<file path="config.mk">
export PLATFORM = sky130hd
export DESIGN_NAME = crc32_fifo_reader
export DESIGN_NICKNAME = d
export VERILOG_FILES = /design/src/rtl/crc32_pkg.sv /design/src/rtl/crc32_byte_step.sv /design/src/rtl/crc32_fifo_reader.sv
export SDC_FILE = /design/constraint.sdc
export NUM_CORES = 1
export LEC_CHECK = 0
export BUFFER_PORTS_ARGS = -buffer_cell sky130_fd_sc_hd__buf_2
export CORE_UTILIZATION = 55
export DETAILED_ROUTE_END_ITERATION = 10
export GPL_TIMING_DRIVEN = 0
export HOLD_SLACK_MARGIN = 0.12
export PLACE_DENSITY = 0.79
export SYNTH_ARGS = -nofsm -noshare
export SYNTH_HDL_FRONTEND = slang
export SYNTH_SLANG_ARGS = --single-unit
</file>
<file path="constraint.sdc">
create_clock -name clk -period 4.45 [get_ports clk]
set_input_delay 0.2225 -clock clk [delete_from_list [all_inputs] [get_ports clk]]
set_output_delay 0.2225 -clock clk [all_outputs]
set_load 0.005 [all_outputs]
</file>
<file path="src/rtl/crc32_pkg.sv">
// Shared constants, FSM state type and the single-bit CRC-32 step used by
// the FIFO reader and its optional byte-wide unrolled datapath.
package crc32_pkg;

    localparam int unsigned CRC_W     = 32;
    localparam int unsigned BYTE_W    = 8;
    localparam int unsigned BIT_CNT_W = 3;

    localparam logic [CRC_W-1:0] CRC32_POLY   = 32'hEDB88320;
    localparam logic [CRC_W-1:0] CRC32_INIT   = 32'hFFFFFFFF;
    localparam logic [CRC_W-1:0] CRC32_XOROUT = 32'hFFFFFFFF;

    typedef enum logic {
        ST_IDLE,
        ST_SHIFT
    } state_t;

    // One LSB-first step of the reflected CRC-32 shift register.
    function automatic logic [CRC_W-1:0] crc32_bit_step(
        input logic [CRC_W-1:0] crc,
        input logic             din,
        input logic [CRC_W-1:0] poly = CRC32_POLY
    );
        return (crc >> 1) ^ (((crc[0] ^ din) == 1'b1) ? poly : '0);
    endfunction

endpackage

</file>
<file path="src/rtl/crc32_byte_step.sv">
// Combinational fold of one byte into the CRC: eight chained bit-steps.
// Only instantiated when CRC32_BYTE_UNROLL_EN is defined.
module crc32_byte_step
    import crc32_pkg::*;
#(
    parameter logic [CRC_W-1:0] POLY = CRC32_POLY
) (
    input  logic [CRC_W-1:0]  crc_in,
    input  logic [BYTE_W-1:0] data,
    output logic [CRC_W-1:0]  crc_out
);

    logic [CRC_W-1:0] acc;

    always_comb begin
        acc = crc_in;
        for (int i = 0; i < BYTE_W; i++) begin
            acc = crc32_bit_step(acc, data[i], POLY);
        end
        crc_out = acc;
    end

endmodule

</file>
<file path="src/rtl/crc32_fifo_reader.sv">
// Read-side consumer of the FWFT byte FIFO: pops bytes and folds them into a
// running CRC-32. Define CRC32_BYTE_UNROLL_EN for a 1 byte/cycle datapath.
module crc32_fifo_reader
    import crc32_pkg::*;
#(
    parameter int unsigned      CNT_W = 16,
    parameter logic [CRC_W-1:0] POLY  = CRC32_POLY,
    parameter logic [CRC_W-1:0] INIT  = CRC32_INIT
) (
    input  logic              clk,
    input  logic              rst_n,
    input  logic              enable,
    input  logic              clear,
    input  logic [BYTE_W-1:0] fifo_dout,
    input  logic [3:0]        fifo_count,
    output logic              fifo_done,
    output logic [CRC_W-1:0]  crc_value,
    output logic              busy,
    output logic [CNT_W-1:0]  byte_cnt
);

    state_t            state;
    logic [CRC_W-1:0]  crc_reg;
    logic [BYTE_W-1:0] sh_reg;
    logic [CRC_W-1:0]  crc_next;
    logic              last;
    logic              take;

`ifdef CRC32_BYTE_UNROLL_EN
    // Whole byte folded in the single SHIFT cycle.
    crc32_byte_step #(.POLY(POLY)) u_byte_step (
        .crc_in  (crc_reg),
        .data    (sh_reg),
        .crc_out (crc_next)
    );

    assign last = (state == ST_SHIFT);
`else
    logic [BIT_CNT_W-1:0] bit_cnt;

    assign crc_next = crc32_bit_step(crc_reg, sh_reg[0], POLY);
    assign last     = (state == ST_SHIFT) && (bit_cnt == BIT_CNT_W'(BYTE_W - 1));
`endif

    // Pop only when idle or on the final shift, so a new byte chains with no gap.
    assign take = enable && !clear && (fifo_count != 4'd0) &&
                  ((state == ST_IDLE) || last);

    assign fifo_done = take;
    assign crc_value = crc_reg ^ CRC32_XOROUT;
    assign busy      = (state == ST_SHIFT);

    always_ff @(posedge clk) begin
        if (!rst_n) begin
            state    <= ST_IDLE;
            crc_reg  <= INIT;
            sh_reg   <= '0;
            byte_cnt <= '0;
`ifndef CRC32_BYTE_UNROLL_EN
            bit_cnt  <= '0;
`endif
        end else if (clear) begin
            // An in-flight byte is dropped without being counted.
            state    <= ST_IDLE;
            crc_reg  <= INIT;
            byte_cnt <= '0;
`ifndef CRC32_BYTE_UNROLL_EN
            bit_cnt  <= '0;
`endif
        end else begin
            if (state == ST_SHIFT) begin
                crc_reg <= crc_next;
`ifndef CRC32_BYTE_UNROLL_EN
                sh_reg  <= sh_reg >> 1;
                bit_cnt <= bit_cnt + BIT_CNT_W'(1);
`endif
                if (last) begin
                    byte_cnt <= byte_cnt + CNT_W'(1);
                end
            end

            if (take) begin
                sh_reg <= fifo_dout;
                state  <= ST_SHIFT;
`ifndef CRC32_BYTE_UNROLL_EN
                bit_cnt <= '0;
`endif
            end else if (last) begin
                state <= ST_IDLE;
            end
        end
    end

endmodule

</file>
==> flow_summary.json, run 1 <==
{
  "status": "finished, final reports clean",
  "hold_viol": 0,
  "power_density_mw_per_mm2": 338,
  "grt_pass1_wl_um": 8700,
  "die_h_um": 70.4,
  "tns_ns": 0,
  "syn_area_mm2": 0.00257,
  "cts_setup_buffers": 0,
  "drive_gt1_share_pct": 23.2,
  "switchingPower_uw": 249,
  "core_area_mm2": 0.00441,
  "port_buffers": 65,
  "start_kind": "flip-flop",
  "slew_headroom_pct": 58.1,
  "antenna_found_initial": 0,
  "gr-usage-all-layers_pct": 22.1,
  "io_pins": 66,
  "synth.area.top_cells": "dfxtp_1 (47%), o211ai_1 (9.0%), xnor2_1 (7.5%)",
  "final_nets": 390,
  "clock_latency_ns": 0.33,
  "syn_avg_cell_area_um2": 8.73,
  "hp-start": "fifo_dout[2]",
  "grt_pass1_vias": 1993,
  "hold_buffers": 0,
  "critical_path_class": "flip-flop to output port",
  "overflow": 0,
  "power.total_mw": 1.06,
  "ctsHtreeMaxLevel": 3,
  "die_area_mm2": 0.00496,
  "ys.warnings.count": 0,
  "worst_slack_ns": 2.34,
  "synth-seq-cells": 60,
  "yosysTopAreaCell": "dfxtp_1",
  "diodes": 0,
  "cts_made_buffers": 9,
  "final_util_pct": 71.0,
  "clock.fmax_mhz": 475,
  "synth_nets": 314,
  "r2r_slack_ns": 2.53,
  "netlist_instances": 295,
  "rsz0062_at_grt": "false",
  "hold_depth": 3,
  "final-seq-area_mm2": 0.00120,
  "cpPeakStageDelay_ns": 0.33,
  "drt_wl_total_um": 5190,
  "drt_iter0_markers": 72,
  "postRouteAntennaNets": 0,
  "r2r-start": "bit_cnt[0]$_SDFFE_PP0P_",
  "setup_viol": 0,
  "leakage_nw": 1.53,
  "cts_tree": "done",
  "area_growth_pct": 21.7,
  "hold_path_class": "input port to flip-flop",
  "start_util_pct": 58.3,
  "critPathRequiredTime_ns": 4.23,
  "drc": 0,
  "cts_max_path_buffers": 2,
  "p_seq_share_pct": 52.2,
  "fin_skew_ns": 0.00676,
  "cp_slowest_cell": "dfxtp_1",
  "async_flop_share_pct": 0,
  "switching_share_pct": 23.5,
  "vias": 2203,
  "fillCellCount": 372,
  "cts.clk_slew.worst_paths_ns": 0.06,
  "whs_endpoint": "sh_reg[2]$_SDFFE_PN0P_",
  "yosysTopAreaCellShare_pct": 46.6,
  "cp_max_fo": 10,
  "synth-edff-count": 0,
  "p_int_uw": 811,
  "hpwlAfterDp_um": 3620,
  "crit_chain": "ha_1, ha_1, nand2b_1, and3_1, buf_6, buf_6, buf_2",
  "reg2reg_to": "byte_cnt[13]$_SDFFE_PP0P_",
  "cp.arrival_ns": 1.88,
  "place_ws_ns": 2.53,
  "drt_pass1_iterations": 4,
  "ir_drop_uv": 206,
  "ff2ff_path_depth": 6,
  "pwr-share-comb_pct": 7.6,
  "fin_crit_ns": 2.11,
  "num_rows": 24,
  "seq_area_frac_synth_pct": 46.6,
  "clock_sinks": 60,
  "wl_per_cell_um": 12.1,
  "yosysUniqueCellTypes": 33,
  "cts_root_buffer": "clkbuf_8",
  "finalCritPeriodShare_pct": 47.4,
  "maxSlewViolCount": 0,
  "gp_congestion": 0.767,
  "viasPerCell": 5.16,
  "grt_max_degree": 11,
  "die_w_um": 70.4,
  "maxCapViolCount": 0,
  "tightest_slew_ns": 0.624,
  "synth_ff_type": "dfxtp_1",
  "multiInputGateArea_mm2": 0.00114,
  "crit_path_end_kind": "output port",
  "cts_resized": 0,
  "largest_reg_flops": 32,
  "pwr-share-clk_pct": 40.1
}
-- critical path: cells and delay by family (launching register included) --
kind | cells | cell delay, ns
fa+ha+maj | 2 | 0.46
flops | 1 | 0.33
buf+inv | 3 | 0.39
simple gates | 2 | 0.39
-- worst max path at each step --
stage	startpoint	end	slack, ns	cells past startpoint
final	bit_cnt[0]$_SDFFE_PP0P_	fifo_done	2.34	7
after global routing	bit_cnt[0]$_SDFFE_PP0P_	fifo_done	2.26	7
after CTS	bit_cnt[0]$_SDFFE_PP0P_	fifo_done	2.32	7
after detailed placement	bit_cnt[0]$_SDFFE_PP0P_	byte_cnt[13]$_SDFFE_PP0P_	2.53	6
after global placement	bit_cnt[0]$_SDFFE_PP0P_	byte_cnt[13]$_SDFFE_PP0P_	2.60	6
after floorplan	bit_cnt[0]$_SDFFE_PP0P_	byte_cnt[13]$_SDFFE_PP0P_	2.78	6
-- synthesized netlist by cell type (all sizes together) (2+ instances only) --
cell type,n
nand2,41
mux2i,9
and4,2
xnor2,22
inv,38
o21ai,9
nor2,12
o211ai,31
nor4,4
nor3,6
a21oi,12
or3,2
ha,3
nand4,6
buf,6
dfxtp,60
xor2,5
clkbuf,12
nand3,5
-- stage by stage --
step	instances	area, um2	hold slack, ns
after floorplan	295	2570	0.344
after global placement	412	2970	0.454
after detailed placement	412	2970	0.462
after CTS	427	3130	0.189
after global routing	427	3130	0.202
final	427	3130	0.198
-- layout make-up --
type                            count  share of cell area [%]
Sequential cell                    60                    38.3
Multi-Input combinational cell    179                    36.5
Clock buffer                       13                    5.07
Clock inverter                      2                   0.319
Buffer                             18                    2.79
Inverter                           38                    4.55
Timing Repair Buffer               65                    10.4
Tap cell                           52                    2.08
-- metal layers --
metal  global-route usage (%)  routed length, um  vias to the layer above
met5                        0                  0                        -
met4                     10.7                 80                        0
met3                     5.77                277                        8
met2                     34.0               2370                       57
met1                     28.8               2460                     1004
li1                         -                  -                     1134
-- power by group through the flow --
stage | Sequential [mW] | Clock, mW | Combinational [mW]
2_1_floorplan | 0.564 | 0 | 0.0567
3_3_place_gp | 0.565 | 0 | 0.0791
3_5_place_dp | 0.566 | 0 | 0.0806
4_1_cts | 0.554 | 0.433 | 0.0815
5_1_grt | 0.555 | 0.454 | 0.0905
6_report | 0.554 | 0.426 | 0.0807
-- layout by cell type, fill, tap and decap left out, drive strengths merged, types with 2 or more instances in the layout --
cell type,instances
ha,3
inv,38
nor4,4
o21ai,9
and4,2
nor3,6
nor2,12
nand4,6
nand3,5
clkinv,2
nand2,41
clkbuf,25
mux2i,9
a21oi,12
o211ai,31
or3,2
dfxtp,60
xnor2,22
xor2,5
buf,71
-- logic make-up after synthesis --
logic type,after synthesis,synth area share [%]
adder cells (fa/ha/maj),3,1.46
buffers and inverters,56,8.94
multiplexers,9,3.50
XOR/XNOR,27,9.18
AO/OA/AOI/OAI,56,14.5
flip-flops,60,46.6
AND/OR/NAND/NOR,84,15.8
(Power assumes the default switching activity.)
==> inputs of run 2 (changes only) <==
Settings changed: CORE_UTILIZATION 55 to 47, PLACE_DENSITY 0.79 to 0.72.
Clock period 4.45 ns to 1.85 ns, I/O delays scaled along.
==> run 2 against run 1 <==
Sequential cell count unchanged. Sequential share of layout area down 1.5 points. Largest power group unchanged. Cell area up 4.2%. Power up 150%. Highest routed layer unchanged. Cell count up 5.9%. Core utilization down 8.3 points. Clock skew about the same. First-iteration DRC count up 11%. Clock-buffer cell count down 1. Clock power up 150%. Via count about the same.
==> flow_summary.json, run 2 (same netlist as run 1, synthesis figures left out) <==
{
  "status": "finished, final reports clean",
  "leakage_nw": 1.56,
  "cp_max_fo": 12,
  "viasPerCell": 4.88,
  "cts_max_path_buffers": 2,
  "cts_made_buffers": 9,
  "fin_skew_ns": 0.00629,
  "vias": 2205,
  "fin_crit_ns": 1.72,
  "clock_sinks": 60,
  "fin_area_mm2": 0.00327,
  "power_density_mw_per_mm2": 796,
  "final_common_cell": "buf_2",
  "drt_iter0_markers": 80,
  "die_h_um": 76.0,
  "die_area_mm2": 0.00578,
  "cp.arrival_ns": 1.63,
  "num_rows": 26,
  "drc": 0,
  "p_int_mw": 1.99,
  "reg2reg_to": "byte_cnt[14]$_SDFFE_PP0P_",
  "whs_endpoint": "busy$_SDFFE_PP0P_",
  "final_cell_mix": "buf_2 (66), dfxtp_1 (59), nand2_1 (41)",
  "pwr-share-clk_pct": 40.7,
  "critPathRequiredTime_ns": 1.76,
  "drt_pass1_iterations": 4,
  "antenna_found_initial": 0,
  "tns_ns": 0,
  "gr-usage-all-layers_pct": 20.3,
  "hold_depth": 4,
  "postRouteAntennaNets": 0,
  "grt_pass1_vias": 2095,
  "tightest_slew_ns": 0.660,
  "port_buffers": 65,
  "ctsHtreeMaxLevel": 3,
  "clock.fmax_mhz": 580,
  "r2r_slack_ns": 0.19,
  "ir_drop_uv": 442,
  "p_seq_share_pct": 51.3,
  "diodes": 0,
  "drt_wl_total_um": 5460,
  "crit_path_end_kind": "output port",
  "maxCapViolCount": 0,
  "cp_slowest_cell": "dfxtp_2",
  "core_area_mm2": 0.00520,
  "hold_viol": 0,
  "r2r-start": "busy$_SDFFE_PP0P_",
  "final_util_pct": 62.7,
  "critical-path-top-delay-family": "adder cells",
  "power.total_mw": 2.60,
  "gp_congestion": 0.750,
  "grt_max_degree": 11,
  "rsz0062_at_grt": "false",
  "cts_root_buffer": "clkbuf_8",
  "crit_chain": "ha_2, ha_4, nand2b_4, and3_1, buf_6, buf_2",
  "switchingPower_uw": 610,
  "area_growth_pct": 26.8,
  "start_kind": "flip-flop",
  "hp-start": "fifo_count[2]",
  "critical_path_class": "flip-flop to output port",
  "place_area_mm2": 0.00299,
  "critPathBufInv": 2,
  "cts_tree": "done",
  "slew_headroom_pct": 55.7,
  "die_w_um": 76.0,
  "ff2ff_path_depth": 5,
  "wl_per_cell_um": 12.1,
  "cpPeakStageDelay_ns": 0.33,
  "hold_path_class": "input port to flip-flop",
  "switching_share_pct": 23.4,
  "final_nets": 398,
  "io_pins": 66,
  "drive_gt1_share_pct": 23.8,
  "grt_pass1_wl_um": 9440,
  "start_util_pct": 49.5,
  "clock_latency_ns": 0.33,
  "finalCritPeriodShare_pct": 93.1,
  "setup_viol": 0,
  "largest_reg_flops": 32,
  "cts.clk_slew.worst_paths_ns": 0.06,
  "pwr-share-comb_pct": 8.0,
  "hpwlAfterDp_um": 3730,
  "overflow": 0,
  "hold_ws_ns": 0.168,
  "maxSlewViolCount": 0
}
[run 2: cell count changes in the layout (fill, tap and decap cells not counted), sizes merged]
cell | previous run | this run
buf | 71 | 70
clkbuf | 25 | 24
dlygate4sd3 | 0 | 9
[run 2: what timing repair did]
item                                    CTS  global route
gates resized for setup                   5             0
hold buffers                              9             0
pin swaps                                 0             1
endpoints found under the setup margin    4             4
cloned                                    0             0
buffers inserted                          0             0
hold endpoints to repair                  8             0
[run 2: worst max path at each step]
| stage | startpoint | end | slack [ns] | cells after the start |
|---|---|---|---|---|
| 6_report | bit_cnt[0]$_SDFFE_PP0P_ | fifo_done | 0.13 | 6 |
| 5_1_grt | bit_cnt[0]$_SDFFE_PP0P_ | fifo_done | 0.01 | 6 |
| 4_1_cts | bit_cnt[0]$_SDFFE_PP0P_ | fifo_done | 0.02 | 7 |
| 3_5_place_dp | bit_cnt[0]$_SDFFE_PP0P_ | byte_cnt[13]$_SDFFE_PP0P_ | -0.04 | 6 |
| 3_3_place_gp | bit_cnt[0]$_SDFFE_PP0P_ | byte_cnt[13]$_SDFFE_PP0P_ | -0.01 | 6 |
| 2_1_floorplan | bit_cnt[0]$_SDFFE_PP0P_ | byte_cnt[13]$_SDFFE_PP0P_ | 0.18 | 6 |
[run 2: power groups by stage]
stage	Combinational, mW	Clock, mW	Sequential, mW
2_1_floorplan	0.136	0	1.36
3_3_place_gp	0.193	0	1.36
3_5_place_dp	0.195	0	1.36
4_1_cts	0.212	1.08	1.33
5_1_grt	0.230	1.15	1.34
6_report	0.207	1.06	1.33
[run 2: layout make-up]
cell class              instances  area, um2
fillers                       483       1940
multi-input cells             179       1170
flip-flops and latches         60       1200
plain buffers                  17       76.3
clock buffers                  12        165
clock inverters                 2       10.0
inverters                      38        143
repair buffers                 74        415
well taps                      70       87.6
[run 2: worst min-delay path, stage by stage]
cell and delay [ns]:
buf_2 0.07, or4_4 0.11, nand2_1 0.05, a21oi_1 0.13
[run 2: metrics by stage]
step	std cells	worst slack [ns]
after floorplan	295	0.180
after global placement	430	-0.0124
after detailed placement	430	-0.0368
after CTS	453	0.0208
after global routing	452	0.0145
final	452	0.127
[run 2: layer usage]
layer	vias up	global-route usage (%)	wire length [um]
met5	-	0	0
met1	990	25.6	2660
li1	1152	-	-
met2	55	32.9	2450
met4	0	9.81	112
met3	8	4.43	231
